`config.mk`:
```
export PLATFORM = sky130hd
export DESIGN_NAME = stack_port_arbiter
export DESIGN_NICKNAME = d
export VERILOG_FILES = /design/src/rtl/stack_ctrl_pkg.sv /design/src/rtl/rr_arbiter2.sv /design/src/rtl/stack_port_arbiter.sv
export SDC_FILE = /design/constraint.sdc
export NUM_CORES = 1
export LEC_CHECK = 0
export CORE_MARGIN = 5
export CORE_UTILIZATION = 39
export CTS_BUF_LIST = sky130_fd_sc_hd__clkbuf_8
export CTS_CLUSTER_SIZE = 24
export DETAILED_ROUTE_END_ITERATION = 6
export GPL_ROUTABILITY_DRIVEN = 0
export GPL_TIMING_DRIVEN = 0
export HOLD_SLACK_MARGIN = 0.1
export PLACE_DENSITY = 0.79
export SLEW_MARGIN = 25
export SYNTH_ARGS = -nofsm -noshare
export SYNTH_HDL_FRONTEND = slang
export SYNTH_SLANG_ARGS = --single-unit
```
`constraint.sdc`:
```
create_clock -name clk -period 1.4 [get_ports clk]
set_input_delay 0.21 -clock clk [delete_from_list [all_inputs] [get_ports clk]]
set_output_delay 0.21 -clock clk [all_outputs]
set_load 0.005 [all_outputs]
```
`src/rtl/stack_ctrl_pkg.sv`:
```
// stack_ctrl_pkg - shared encodings for the two-port stack arbiter.
// Rev 1.0 - initial release.
`default_nettype none

package stack_ctrl_pkg;

  typedef enum logic [1:0] {
    IDLE  = 2'd0,
    ISSUE = 2'd1,
    WAIT  = 2'd2,
    RESP  = 2'd3
  } state_t;

  localparam logic OP_PUSH = 1'b1;
  localparam logic OP_POP  = 1'b0;

  localparam logic PORT_A = 1'b0;
  localparam logic PORT_B = 1'b1;

  localparam int CNT_W = 4;

endpackage

`default_nettype wire

```
`src/rtl/rr_arbiter2.sv`:
```
// rr_arbiter2 - two-way round-robin grant; on a tie the port not served last wins.
// Rev 1.0 - initial release.
`default_nettype none

module rr_arbiter2
  import stack_ctrl_pkg::*;
(
  input  logic a_req,
  input  logic b_req,
  input  logic rr_last,
  output logic valid,
  output logic sel
);

  always_comb begin
    valid = a_req | b_req;
    sel   = PORT_A;
    if (a_req && b_req) begin
      sel = (rr_last == PORT_A) ? PORT_B : PORT_A;
    end else if (b_req) begin
      sel = PORT_B;
    end
  end

endmodule

`default_nettype wire

```
`src/rtl/stack_port_arbiter.sv`:
```
// stack_port_arbiter - shares one LIFO engine between ports A and B, one op at a time.
// Rev 1.0 - initial release.
`default_nettype none

module stack_port_arbiter
  import stack_ctrl_pkg::*;
#(
  parameter int DATA_W  = 8,
  parameter int TIMEOUT = 15
) (
  input  logic              clk,
  input  logic              rst,
  input  logic              a_req,
  input  logic              a_op,
  input  logic [DATA_W-1:0] a_wdata,
  output logic              a_ack,
  output logic              a_err,
  input  logic              b_req,
  input  logic              b_op,
  input  logic [DATA_W-1:0] b_wdata,
  output logic              b_ack,
  output logic              b_err,
  output logic [DATA_W-1:0] rdata,
  output logic              stk_push,
  output logic              stk_pop,
  output logic [DATA_W-1:0] stk_wdata,
  input  logic [DATA_W-1:0] stk_rdata,
  input  logic              stk_done,
  input  logic              stk_empty,
  input  logic              stk_full
);

  localparam logic [CNT_W-1:0] TIMEOUT_CNT = CNT_W'(TIMEOUT);

  state_t             state, state_nxt;
  logic               sel;
  logic               op;
  logic [DATA_W-1:0]  wdata_q;
  logic [CNT_W-1:0]   cnt;
  logic               err;
  logic               rr_last;

  logic               gnt_valid;
  logic               gnt_sel;
  logic               gnt_op;
  logic [DATA_W-1:0]  gnt_wdata;
  logic               reject;

  rr_arbiter2 u_arb (
    .a_req   (a_req),
    .b_req   (b_req),
    .rr_last (rr_last),
    .valid   (gnt_valid),
    .sel     (gnt_sel)
  );

  assign gnt_op    = (gnt_sel == PORT_B) ? b_op    : a_op;
  assign gnt_wdata = (gnt_sel == PORT_B) ? b_wdata : a_wdata;
  // Flags are only trusted here; an op that cannot complete never reaches the engine.
  assign reject    = ((gnt_op == OP_PUSH) && stk_full) || ((gnt_op == OP_POP) && stk_empty);

  always_comb begin
    state_nxt = state;
    case (state)
      IDLE:    if (gnt_valid) state_nxt = reject ? RESP : ISSUE;
      ISSUE:   state_nxt = WAIT;
      WAIT:    if (stk_done || (cnt == TIMEOUT_CNT)) state_nxt = RESP;
      RESP:    state_nxt = IDLE;
      default: state_nxt = IDLE;
    endcase
  end

  always_ff @(posedge clk) begin
    if (rst) begin
      state   <= IDLE;
      sel     <= PORT_A;
      op      <= OP_POP;
      wdata_q <= '0;
      cnt     <= '0;
      err     <= 1'b0;
      rr_last <= PORT_B;
      rdata   <= '0;
    end else begin
      state <= state_nxt;
      case (state)
        IDLE: begin
          if (gnt_valid) begin
            sel     <= gnt_sel;
            op      <= gnt_op;
            wdata_q <= gnt_wdata;
            err     <= reject;
          end
        end
        ISSUE: cnt <= '0;
        WAIT: begin
          if (stk_done) begin
            err <= 1'b0;
            if (op == OP_POP) rdata <= stk_rdata;
          end else if (cnt == TIMEOUT_CNT) begin
            err <= 1'b1;
          end else begin
            cnt <= cnt + 1'b1;
          end
        end
        RESP: rr_last <= sel;
        default: ;
      endcase
    end
  end

  assign stk_push  = (state == ISSUE) && (op == OP_PUSH);
  assign stk_pop   = (state == ISSUE) && (op == OP_POP);
  assign stk_wdata = wdata_q;

  assign a_ack = (state == RESP) && (sel == PORT_A);
  assign b_ack = (state == RESP) && (sel == PORT_B);
  assign a_err = a_ack && err;
  assign b_err = b_ack && err;

endmodule

`default_nettype wire

```
==> flow_summary.html, run 1 <==
<table>
<tr><th>Metric</th><th>Value</th></tr>
<tr><th colspan="2">Worst setup path</th></tr>
<tr><td>Largest incremental delay on the critical path</td><td>0.38 ns</td></tr>
<tr><td>Arrival time at the worst endpoint</td><td>1.78 ns</td></tr>
<tr><td>Worst-path cell with the longest stage delay</td><td>or3b_4</td></tr>
<tr><td>Category of the most critical setup path</td><td>flip-flop to flip-flop</td></tr>
<tr><td>Data required, critical path</td><td>1.53 ns</td></tr>
<tr><td>Endpoint kind of the worst setup timing path</td><td>flip-flop</td></tr>
<tr><td>Chain of cells forming the critical path</td><td>buf_6, buf_6, inv_6, ha_4, or3b_4, a21boi_4, nor2_1, a211oi_1</td></tr>
<tr><td>Maximum fanout count along the critical path</td><td>4</td></tr>
<tr><td>Setup crit start kind</td><td>flip-flop</td></tr>
<tr><td>CP dominant cell by count</td><td>buf_6</td></tr>
<tr><th colspan="2">Synth</th></tr>
<tr><td>Simple-gate share of the synthesized area</td><td>18.15%</td></tr>
<tr><td>Dominant combinational cell family by area after synthesis</td><td>simple AND/OR/NAND/NOR gates</td></tr>
<tr><td>Synth warnings</td><td>0</td></tr>
<tr><td>Count of state elements after synthesis</td><td>26</td></tr>
<tr><td>Cell area after technology mapping</td><td>0.001255 mm²</td></tr>
<tr><td>Share of synthesized cell area in full adder, half adder and majority cells</td><td>5.982%</td></tr>
<tr><td>Parity-gate share of the synthesized area counting xor and xnor cells</td><td>1.396%</td></tr>
<tr><td>Post-Synthesis Mean Instance Area</td><td>9.507 µm²</td></tr>
<tr><td>Complex-gate fraction of the synthesized area</td><td>12.76%</td></tr>
<tr><td>Sequential share of the synthesized area</td><td>41.48%</td></tr>
<tr><td>Netlist cell types</td><td>36</td></tr>
<tr><td>Syn_nets</td><td>171</td></tr>
<tr><td>Post-synthesis instance total</td><td>132</td></tr>
<tr><td>Share of synthesized area spent on multiplexers</td><td>16.35%</td></tr>
<tr><th colspan="2">Power</th></tr>
<tr><td>Worst-case vdd ir drop</td><td>0.8895 mV</td></tr>
<tr><td>Power per unit of standard cell area</td><td>1538 mW/mm²</td></tr>
<tr><td>Switching part of the total power</td><td>34.52%</td></tr>
<tr><td>Clk network pwr share</td><td>14.5%</td></tr>
<tr><td>Leakage power</td><td>0.9359 nW</td></tr>
<tr><td>Power share of the combinational group</td><td>54.0%</td></tr>
<tr><td>Internal power</td><td>0.002222 W</td></tr>
<tr><td>Net Switching</td><td>0.001172 W</td></tr>
<tr><td>Tot Pwr</td><td>0.003394 W</td></tr>
<tr><td>Sequential fraction of design power</td><td>31.5%</td></tr>
<tr><th colspan="2">Clock tree</th></tr>
<tr><td>Clock latency on the worst-skew pair</td><td>0.27 ns</td></tr>
<tr><td>Number of clock sinks seen by CTS</td><td>26</td></tr>
<tr><td>Depth of the CTS H-tree</td><td>1</td></tr>
<tr><td>Clock transition at the register clock pins on the worst setup and hold paths after CTS</td><td>0.09 ns</td></tr>
<tr><td>Number of buffers created by CTS</td><td>3</td></tr>
<tr><td>CTS Root Cell</td><td>clkbuf_8</td></tr>
<tr><td>Maximum number of buffers from clock root to sink</td><td>2</td></tr>
<tr><td>Clock tree from TritonCTS</td><td>done</td></tr>
<tr><td>CTS Hold Buffers Added</td><td>0</td></tr>
<tr><th colspan="2">Timing</th></tr>
<tr><td>Count of endpoints failing setup in the final report</td><td>22</td></tr>
<tr><td>Time the worst path needs with I/O delays and setup</td><td>1.651 ns</td></tr>
<tr><td>Final worst clock skew</td><td>0.003914 ns</td></tr>
<tr><td>RSZ-0062 raised after global routing</td><td>yes</td></tr>
<tr><td>Hold violation total from the final report</td><td>0</td></tr>
<tr><td>Max frequency</td><td>605.6 MHz</td></tr>
<tr><td>Tightest slew margin relative to the limit</td><td>54.49%</td></tr>
<tr><td>Fin crit share</td><td>117.9%</td></tr>
<tr><td>Final hold slack</td><td>0.4014 ns</td></tr>
<tr><td>Final number of max-transition violations</td><td>0</td></tr>
<tr><td>Worst Max-Slew Pin Slew</td><td>0.6827 ns</td></tr>
<tr><td>Fin worst setup slack</td><td>-0.2512 ns</td></tr>
<tr><th colspan="2">Route</th></tr>
<tr><td>DR pass1 iterations</td><td>4</td></tr>
<tr><td>Residual antenna-violating net count after detailed routing</td><td>0</td></tr>
<tr><td>Aggregate routed wire length</td><td>3788 µm</td></tr>
<tr><td>Vias/cell</td><td>4.967</td></tr>
<tr><td>Iter 0 DRT Violations</td><td>50</td></tr>
<tr><td>DRC violation count after routing</td><td>0</td></tr>
<tr><td>Count of vias placed by the detailed router</td><td>1222</td></tr>
<tr><td>Mean routed wirelength per cell</td><td>15.40 µm</td></tr>
<tr><th colspan="2">Die</th></tr>
<tr><td>Die outline area</td><td>0.004452 mm²</td></tr>
<tr><td>IO Count</td><td>55</td></tr>
<tr><td>Number of rows in the core area</td><td>20</td></tr>
<tr><td>Area of the core</td><td>0.003078 mm²</td></tr>
<tr><td>Initial Utilization</td><td>40.77%</td></tr>
<tr><td>Die span in y</td><td>66.73 µm</td></tr>
<tr><td>Die span in x</td><td>66.73 µm</td></tr>
<tr><th colspan="2">GRT</th></tr>
<tr><td>Antenna violations before repair</td><td>0</td></tr>
<tr><td>Maximum number of pins on one net before global-route repair</td><td>15</td></tr>
<tr><td>Grt ovf</td><td>0</td></tr>
<tr><td>Global-route wire length before repair</td><td>6058 µm</td></tr>
<tr><td>Number of global-route vias before repair</td><td>1320</td></tr>
<tr><td>GRT Total Usage</td><td>18.12%</td></tr>
<tr><th colspan="2">Status</th></tr>
<tr><td>Failing checks</td><td>setup timing</td></tr>
<tr><td>Status</td><td>finished with violations</td></tr>
<tr><th colspan="2">Layout</th></tr>
<tr><td>Layout net count</td><td>242</td></tr>
<tr><td>Ratio of cells with drive above 1 in the final layout</td><td>32.18%</td></tr>
<tr><td>Layout area overhead</td><td>75.87%</td></tr>
<tr><td>Antenna cell count</td><td>0</td></tr>
<tr><th colspan="2">Place</th></tr>
<tr><td>Count of buffers inserted at the top-level ports</td><td>53</td></tr>
<tr><td>Detailed placement HPWL</td><td>2596 µm</td></tr>
<tr><th colspan="2">Worst hold path</th></tr>
<tr><td>Classification of the worst-slack hold path</td><td>input pin to flip-flop</td></tr>
<tr><th colspan="2">Run</th></tr>
<tr><td>Count of max-cap constraint violations</td><td>0</td></tr>
</table>
metal layers:
metal / wire (µm) / track usage, % / part of all wire, %
met5: 0 / 0 / 0
met4: 51 / 9.137 / 1.3
met3: 271 / 3.373 / 7.2
met2: 1966 / 32.67 / 52
met1: 1499 / 20.02 / 40
state kept, by name (all words and copies together) (netlist names):
| register | flops |
|---|---|
| rdata | 8 |
| stk_wdata | 8 |
| cnt | 4 |
| state | 2 |
| err | 1 |
| op | 1 |
| rr_last | 1 |
| sel | 1 |
power by group through the flow:
stage          clock, W  combinational, W  sequential [W]
5_1_grt        0.000536           0.00199         0.00109
2_1_floorplan         0          0.000755         0.00103
3_5_place_dp          0           0.00127         0.00104
4_1_cts        0.000498           0.00161         0.00106
3_3_place_gp          0           0.00123         0.00103
6_report       0.000494           0.00183         0.00107
cell usage after synthesis:
library cell   n  area (µm²)
a211o_1        1       8.760
a211oi_1      10       75.07
a211oi_2       1       12.51
a21boi_1       1       7.510
a21boi_2       1       11.26
a21oi_1        1       5.000
a22oi_1        1       7.510
a31o_2         1       8.760
a31oi_1        1       6.260
and2_1         3       18.77
and2b_1        1       7.510
and3_1         3       18.77
buf_1          1       3.750
buf_2          3       15.01
buf_6          1       11.26
clkbuf_1       2       7.510
dfxtp_1       26       520.5
ha_1           6       75.07
inv_1          3       11.26
mux2_2         1       11.26
mux2i_1       18       180.2
mux2i_2        1       13.76
nand2_1        2       7.510
nand2b_1       1       6.260
nand3_1        3       15.01
nand3b_1       2       15.01
nor2_1        25       93.84
nor2b_1        2       12.51
nor3_1         2       10.01
nor3b_1        1       7.510
o21a_1         1       7.510
o21ai_0        1       5.000
o21ai_1        1       5.000
or2_2          1       6.260
or3b_1         1       8.760
xor2_1         2       17.52
through the flow:
stage	cells	worst slack [ns]	utilization, %	area (µm²)	TNS [ns]
2_1_floorplan	132	-0.001332	-	1290	-0.001332
3_3_place_gp	229	-0.5154	60.93	1876	-3.421
3_5_place_dp	229	-0.5225	60.93	1876	-4.549
4_1_cts	240	-0.2508	67.15	2067	-3.516
5_1_grt	246	-0.3257	71.71	2207	-4.233
6_report	246	-0.2512	71.71	2207	-2.615
final cells by class:
cell class / count / area (µm²)
Multi-Input combinational cell: 96 / 847.1
Sequential cell: 26 / 530.5
Tap cell: 44 / 55.05
Timing Repair Buffer: 66 / 641.9
Inverter: 3 / 21.27
Fill cell: 228 / 870.8
Clock buffer: 4 / 55.05
Buffer: 7 / 56.30
placed cells by master, fill, tap and decap left out, types with 3 or more instances in the layout:
cell type	count
clkdlybuf4s50_1	45
nor2_1	24
dfxtp_1	22
mux2i_1	17
buf_6	12
a211oi_2	9
buf_4	7
clkbuf_8	4
nand3_1	3
ha_4	3
logic make-up (layout without fill, tap and decap cells):
kind of cell,after synthesis,count (layout)
multiplexers,20,20
flip-flops,26,26
XOR/XNOR,2,2
adder cells (fa/ha/maj),6,6
AND/OR/NAND/NOR,47,47
buffers and inverters,10,80
AO/OA/AOI/OAI,21,21
worst paths after layout:
check	start	endpoint	slack, ns	depth (start not counted)
setup / recovery	state[0]	state[0]	-0.25	8
hold / removal	b_req	state[0]	0.40	3
hold reg to reg	rr_last	rr_last	0.49	1
setup reg to reg	state[0]	state[0]	-0.25	8
critical path, delay by kind of cell (launching register included):
| family | cells | cell delay (ns) |
|---|---|---|
| simple gates | 2 | 0.50 |
| flops | 1 | 0.35 |
| fa+ha+maj | 1 | 0.13 |
| compound gates | 2 | 0.23 |
| buf+inv | 3 | 0.28 |
timing repair:
action                                  CTS  global route
setup buffers                             5             6
gates resized for setup                  51            24
gates cloned                              2             0
pin swaps                                 7             9
endpoints found under the setup margin   21            32
Note: power is estimated with default switching activity, not from simulation.
==> run 2: changes to the inputs <==
- HOLD_SLACK_MARGIN: 0.1 -> 0.12
==> results of run 2 <==
Same layout as run 1: the final DEF is identical, and so are final timing and power.
==> run 3: changes to the inputs <==
- GPL_TIMING_DRIVEN: 0 -> not set
==> run 3 against run 2 <==
Against the previous run:
- the flow still finishes with violations (setup timing)
- clock power decreased by 1%
- global-route usage decreased by 1.6 points
- wire length increased by 4.9%
- critical path type unchanged
==> flow_summary.html, run 3 (synthesis results as in run 1) <==
<table>
<tr><th>Metric</th><th>Value</th></tr>
<tr><th colspan="2">Power</th></tr>
<tr><td>Worst-case vdd ir drop</td><td>1.082 mV</td></tr>
<tr><td>Power per unit of standard cell area</td><td>1553 mW/mm²</td></tr>
<tr><td>Power share of the combinational group</td><td>56.7%</td></tr>
<tr><td>Net Switching</td><td>0.001235 W</td></tr>
<tr><td>Sequential fraction of design power</td><td>29.7%</td></tr>
<tr><td>Internal power</td><td>0.002368 W</td></tr>
<tr><td>Leakage power</td><td>0.9916 nW</td></tr>
<tr><td>Clk network pwr share</td><td>13.5%</td></tr>
<tr><td>Switching part of the total power</td><td>34.27%</td></tr>
<tr><th colspan="2">Layout</th></tr>
<tr><td>Antenna cell count</td><td>0</td></tr>
<tr><td>Fill cell count</td><td>225</td></tr>
<tr><td>Most common cell after layout, fill and taps aside</td><td>clkdlybuf4s50_1</td></tr>
<tr><td>Ratio of cells with drive above 1 in the final layout</td><td>36.84%</td></tr>
<tr><td>Layout net count</td><td>249</td></tr>
<tr><td>Most used cells in the layout excluding fill and tap cells</td><td>clkdlybuf4s50_1 (45), dfxtp_1 (22), nor2_1 (18)</td></tr>
<tr><td>Layout area overhead</td><td>84.85%</td></tr>
<tr><th colspan="2">Route</th></tr>
<tr><td>Aggregate routed wire length</td><td>3972 µm</td></tr>
<tr><td>DRC violation count after routing</td><td>0</td></tr>
<tr><td>Count of vias placed by the detailed router</td><td>1288</td></tr>
<tr><td>DR pass1 iterations</td><td>4</td></tr>
<tr><td>Iter 0 DRT Violations</td><td>34</td></tr>
<tr><td>Vias/cell</td><td>5.091</td></tr>
<tr><td>Mean routed wirelength per cell</td><td>15.70 µm</td></tr>
<tr><td>Residual antenna-violating net count after detailed routing</td><td>0</td></tr>
<tr><th colspan="2">GRT</th></tr>
<tr><td>GRT Total Usage</td><td>16.49%</td></tr>
<tr><td>Antenna violations before repair</td><td>0</td></tr>
<tr><td>Grt ovf</td><td>0</td></tr>
<tr><td>Global-route wire length before repair</td><td>5609 µm</td></tr>
<tr><td>Maximum number of pins on one net before global-route repair</td><td>19</td></tr>
<tr><td>Number of global-route vias before repair</td><td>1319</td></tr>
<tr><th colspan="2">Timing</th></tr>
<tr><td>Count of endpoints failing setup in the final report</td><td>19</td></tr>
<tr><td>Worst Max-Slew Pin Slew</td><td>0.4078 ns</td></tr>
<tr><td>Fin worst setup slack</td><td>-0.1842 ns</td></tr>
<tr><td>Time the worst path needs with I/O delays and setup</td><td>1.584 ns</td></tr>
<tr><td>Fin crit share</td><td>113.2%</td></tr>
<tr><td>RSZ-0062 raised after global routing</td><td>yes</td></tr>
<tr><td>Hold violation total from the final report</td><td>0</td></tr>
<tr><td>Final hold slack</td><td>0.4573 ns</td></tr>
<tr><td>Final TNS setup</td><td>-1.873 ns</td></tr>
<tr><td>Final worst clock skew</td><td>0.004600 ns</td></tr>
<tr><td>Max frequency</td><td>631.2 MHz</td></tr>
<tr><td>Final number of max-transition violations</td><td>0</td></tr>
<tr><td>Tightest slew margin relative to the limit</td><td>72.73%</td></tr>
<tr><th colspan="2">Worst setup path</th></tr>
<tr><td>Category of the most critical setup path</td><td>flip-flop to flip-flop</td></tr>
<tr><td>Largest incremental delay on the critical path</td><td>0.39 ns</td></tr>
<tr><td>Arrival time at the worst endpoint</td><td>1.77 ns</td></tr>
<tr><td>Worst reg-to-reg path cell count</td><td>6</td></tr>
<tr><td>Maximum fanout count along the critical path</td><td>3</td></tr>
<tr><td>Worst setup endpoint</td><td>err</td></tr>
<tr><td>Chain of cells forming the critical path</td><td>buf_6, inv_6, ha_4, or3b_4, a31o_2, a211oi_2</td></tr>
<tr><td>Setup crit start kind</td><td>flip-flop</td></tr>
<tr><td>Worst R2R Setup Slack</td><td>-0.18 ns</td></tr>
<tr><td>Worst-path cell with the longest stage delay</td><td>or3b_4</td></tr>
<tr><td>FF-to-FF Start</td><td>state[0]</td></tr>
<tr><td>Cell family contributing the most delay on the critical path</td><td>compound AO/OA/AOI/OAI gates</td></tr>
<tr><td>Total buffers and inverters traversed by the critical path</td><td>2</td></tr>
<tr><td>Endpoint kind of the worst setup timing path</td><td>flip-flop</td></tr>
<tr><td>Worst setup path startpoint</td><td>state[0]</td></tr>
<tr><td>Number of gates on the worst path with buffers counted</td><td>6</td></tr>
<tr><td>Data required, critical path</td><td>1.58 ns</td></tr>
<tr><td>Worst flop-to-flop path endpoint</td><td>err</td></tr>
<tr><th colspan="2">Clock tree</th></tr>
<tr><td>Number of buffers created by CTS</td><td>3</td></tr>
<tr><td>Maximum number of buffers from clock root to sink</td><td>2</td></tr>
<tr><td>Clock transition at the register clock pins on the worst setup and hold paths after CTS</td><td>0.09 ns</td></tr>
<tr><td>Number of clock sinks seen by CTS</td><td>26</td></tr>
<tr><td>Depth of the CTS H-tree</td><td>1</td></tr>
<tr><td>Clock tree from TritonCTS</td><td>done</td></tr>
<tr><td>CTS Root Cell</td><td>clkbuf_8</td></tr>
<tr><td>Clock latency on the worst-skew pair</td><td>0.27 ns</td></tr>
<tr><th colspan="2">Die</th></tr>
<tr><td>IO Count</td><td>55</td></tr>
<tr><td>Area of the core</td><td>0.003078 mm²</td></tr>
<tr><td>Number of rows in the core area</td><td>20</td></tr>
<tr><td>Die span in x</td><td>66.73 µm</td></tr>
<tr><td>Die outline area</td><td>0.004452 mm²</td></tr>
<tr><td>Die span in y</td><td>66.73 µm</td></tr>
<tr><td>Initial Utilization</td><td>40.77%</td></tr>
<tr><th colspan="2">Worst hold path</th></tr>
<tr><td>Classification of the worst-slack hold path</td><td>input pin to flip-flop</td></tr>
<tr><td>Hold Crit Start</td><td>b_req</td></tr>
<tr><th colspan="2">Status</th></tr>
<tr><td>Failing checks</td><td>setup timing</td></tr>
<tr><td>Status</td><td>finished with violations</td></tr>
<tr><th colspan="2">Run</th></tr>
<tr><td>Count of max-cap constraint violations</td><td>0</td></tr>
<tr><th colspan="2">Place</th></tr>
<tr><td>Count of buffers inserted at the top-level ports</td><td>54</td></tr>
<tr><td>Detailed placement HPWL</td><td>2690 µm</td></tr>
</table>
[run 3: changes by cell type in the layout (fill, tap and decap cells not counted), sizes merged]
| cell | before | now |
|---|---|---|
| dlymetal6s2s | 2 | 3 |
| clkdlybuf4s15 | 0 | 2 |
| dlygate4sd2 | 1 | 0 |
| buf | 22 | 27 |
[run 3: through the flow]
stage | total power [W] | utilization [%] | worst slack (ns) | std cells | instance area (µm²)
after floorplan | 0.001789 | - | -0.001332 | 132 | 1290
after global placement | 0.002469 | 65.24 | -0.2836 | 241 | 2008
after detailed placement | 0.002524 | 65.24 | -0.3516 | 241 | 2008
after CTS | 0.003186 | 69.59 | -0.1584 | 249 | 2142
after global routing | 0.003814 | 75.37 | -0.2391 | 253 | 2320
final | 0.003603 | 75.37 | -0.1842 | 253 | 2320
[run 3: final cells by class]
| cell class | instances | area (µm²) | area share (%) |
|---|---|---|---|
| inverters | 3 | 21.27 | 0.9169 |
| multi-input cells | 96 | 855.8 | 36.89 |
| well taps | 44 | 55.05 | 2.373 |
| clock buffers | 4 | 55.05 | 2.373 |
| repair buffers | 80 | 804.5 | 34.68 |
| flip-flops and latches | 26 | 528.0 | 22.76 |
[run 3: worst reg2reg max path, delay by kind of cell (launching register included)]
family | cells | cell delay, ns
AO/OA/AOI/OAI | 2 | 0.43
flip-flops | 1 | 0.35
buffers and inverters | 2 | 0.19
adder cells (fa/ha/maj) | 1 | 0.14
AND/OR/NAND/NOR | 1 | 0.39
[run 3: how the worst min path moves through the flow]
| stage | end | slack, ns | depth (start not counted) |
|---|---|---|---|
| after global routing | state[0] | 0.47 | 4 |
| after floorplan | rdata[0] | 0.35 | 2 |
| final | state[0] | 0.46 | 4 |
| after detailed placement | rr_last | 0.48 | 1 |
| after CTS | stk_wdata[5] | 0.50 | 2 |
| after global placement | rdata[1] | 0.47 | 2 |
[run 3: routing by layer]
layer | wire (µm) | vias up | track usage (%)
li1 | - | 618 | -
met1 | 1407 | 603 | 15.97
met2 | 2156 | 59 | 31.68
met3 | 316 | 8 | 5.565
met4 | 92 | 0 | 6.091
met5 | 0 | - | 0
[run 3: power by group through the flow]
stage          Clock (W)  Combinational (W)  Sequential, W
6_report        0.000488            0.00204        0.00107
5_1_grt         0.000527            0.00219        0.00110
4_1_cts         0.000500            0.00164        0.00104
3_5_place_dp           0            0.00148        0.00105
3_3_place_gp           0            0.00143        0.00104
2_1_floorplan          0           0.000755        0.00103
[run 3: timing repair]
action                                 CTS  global route
gates resized for setup                 32            37
endpoints found under the hold margin    0             0
setup endpoints to repair               20            30
pin swaps                               18             6
hold buffers                             0             0
cloned                                   0             2
setup buffers                            4             2
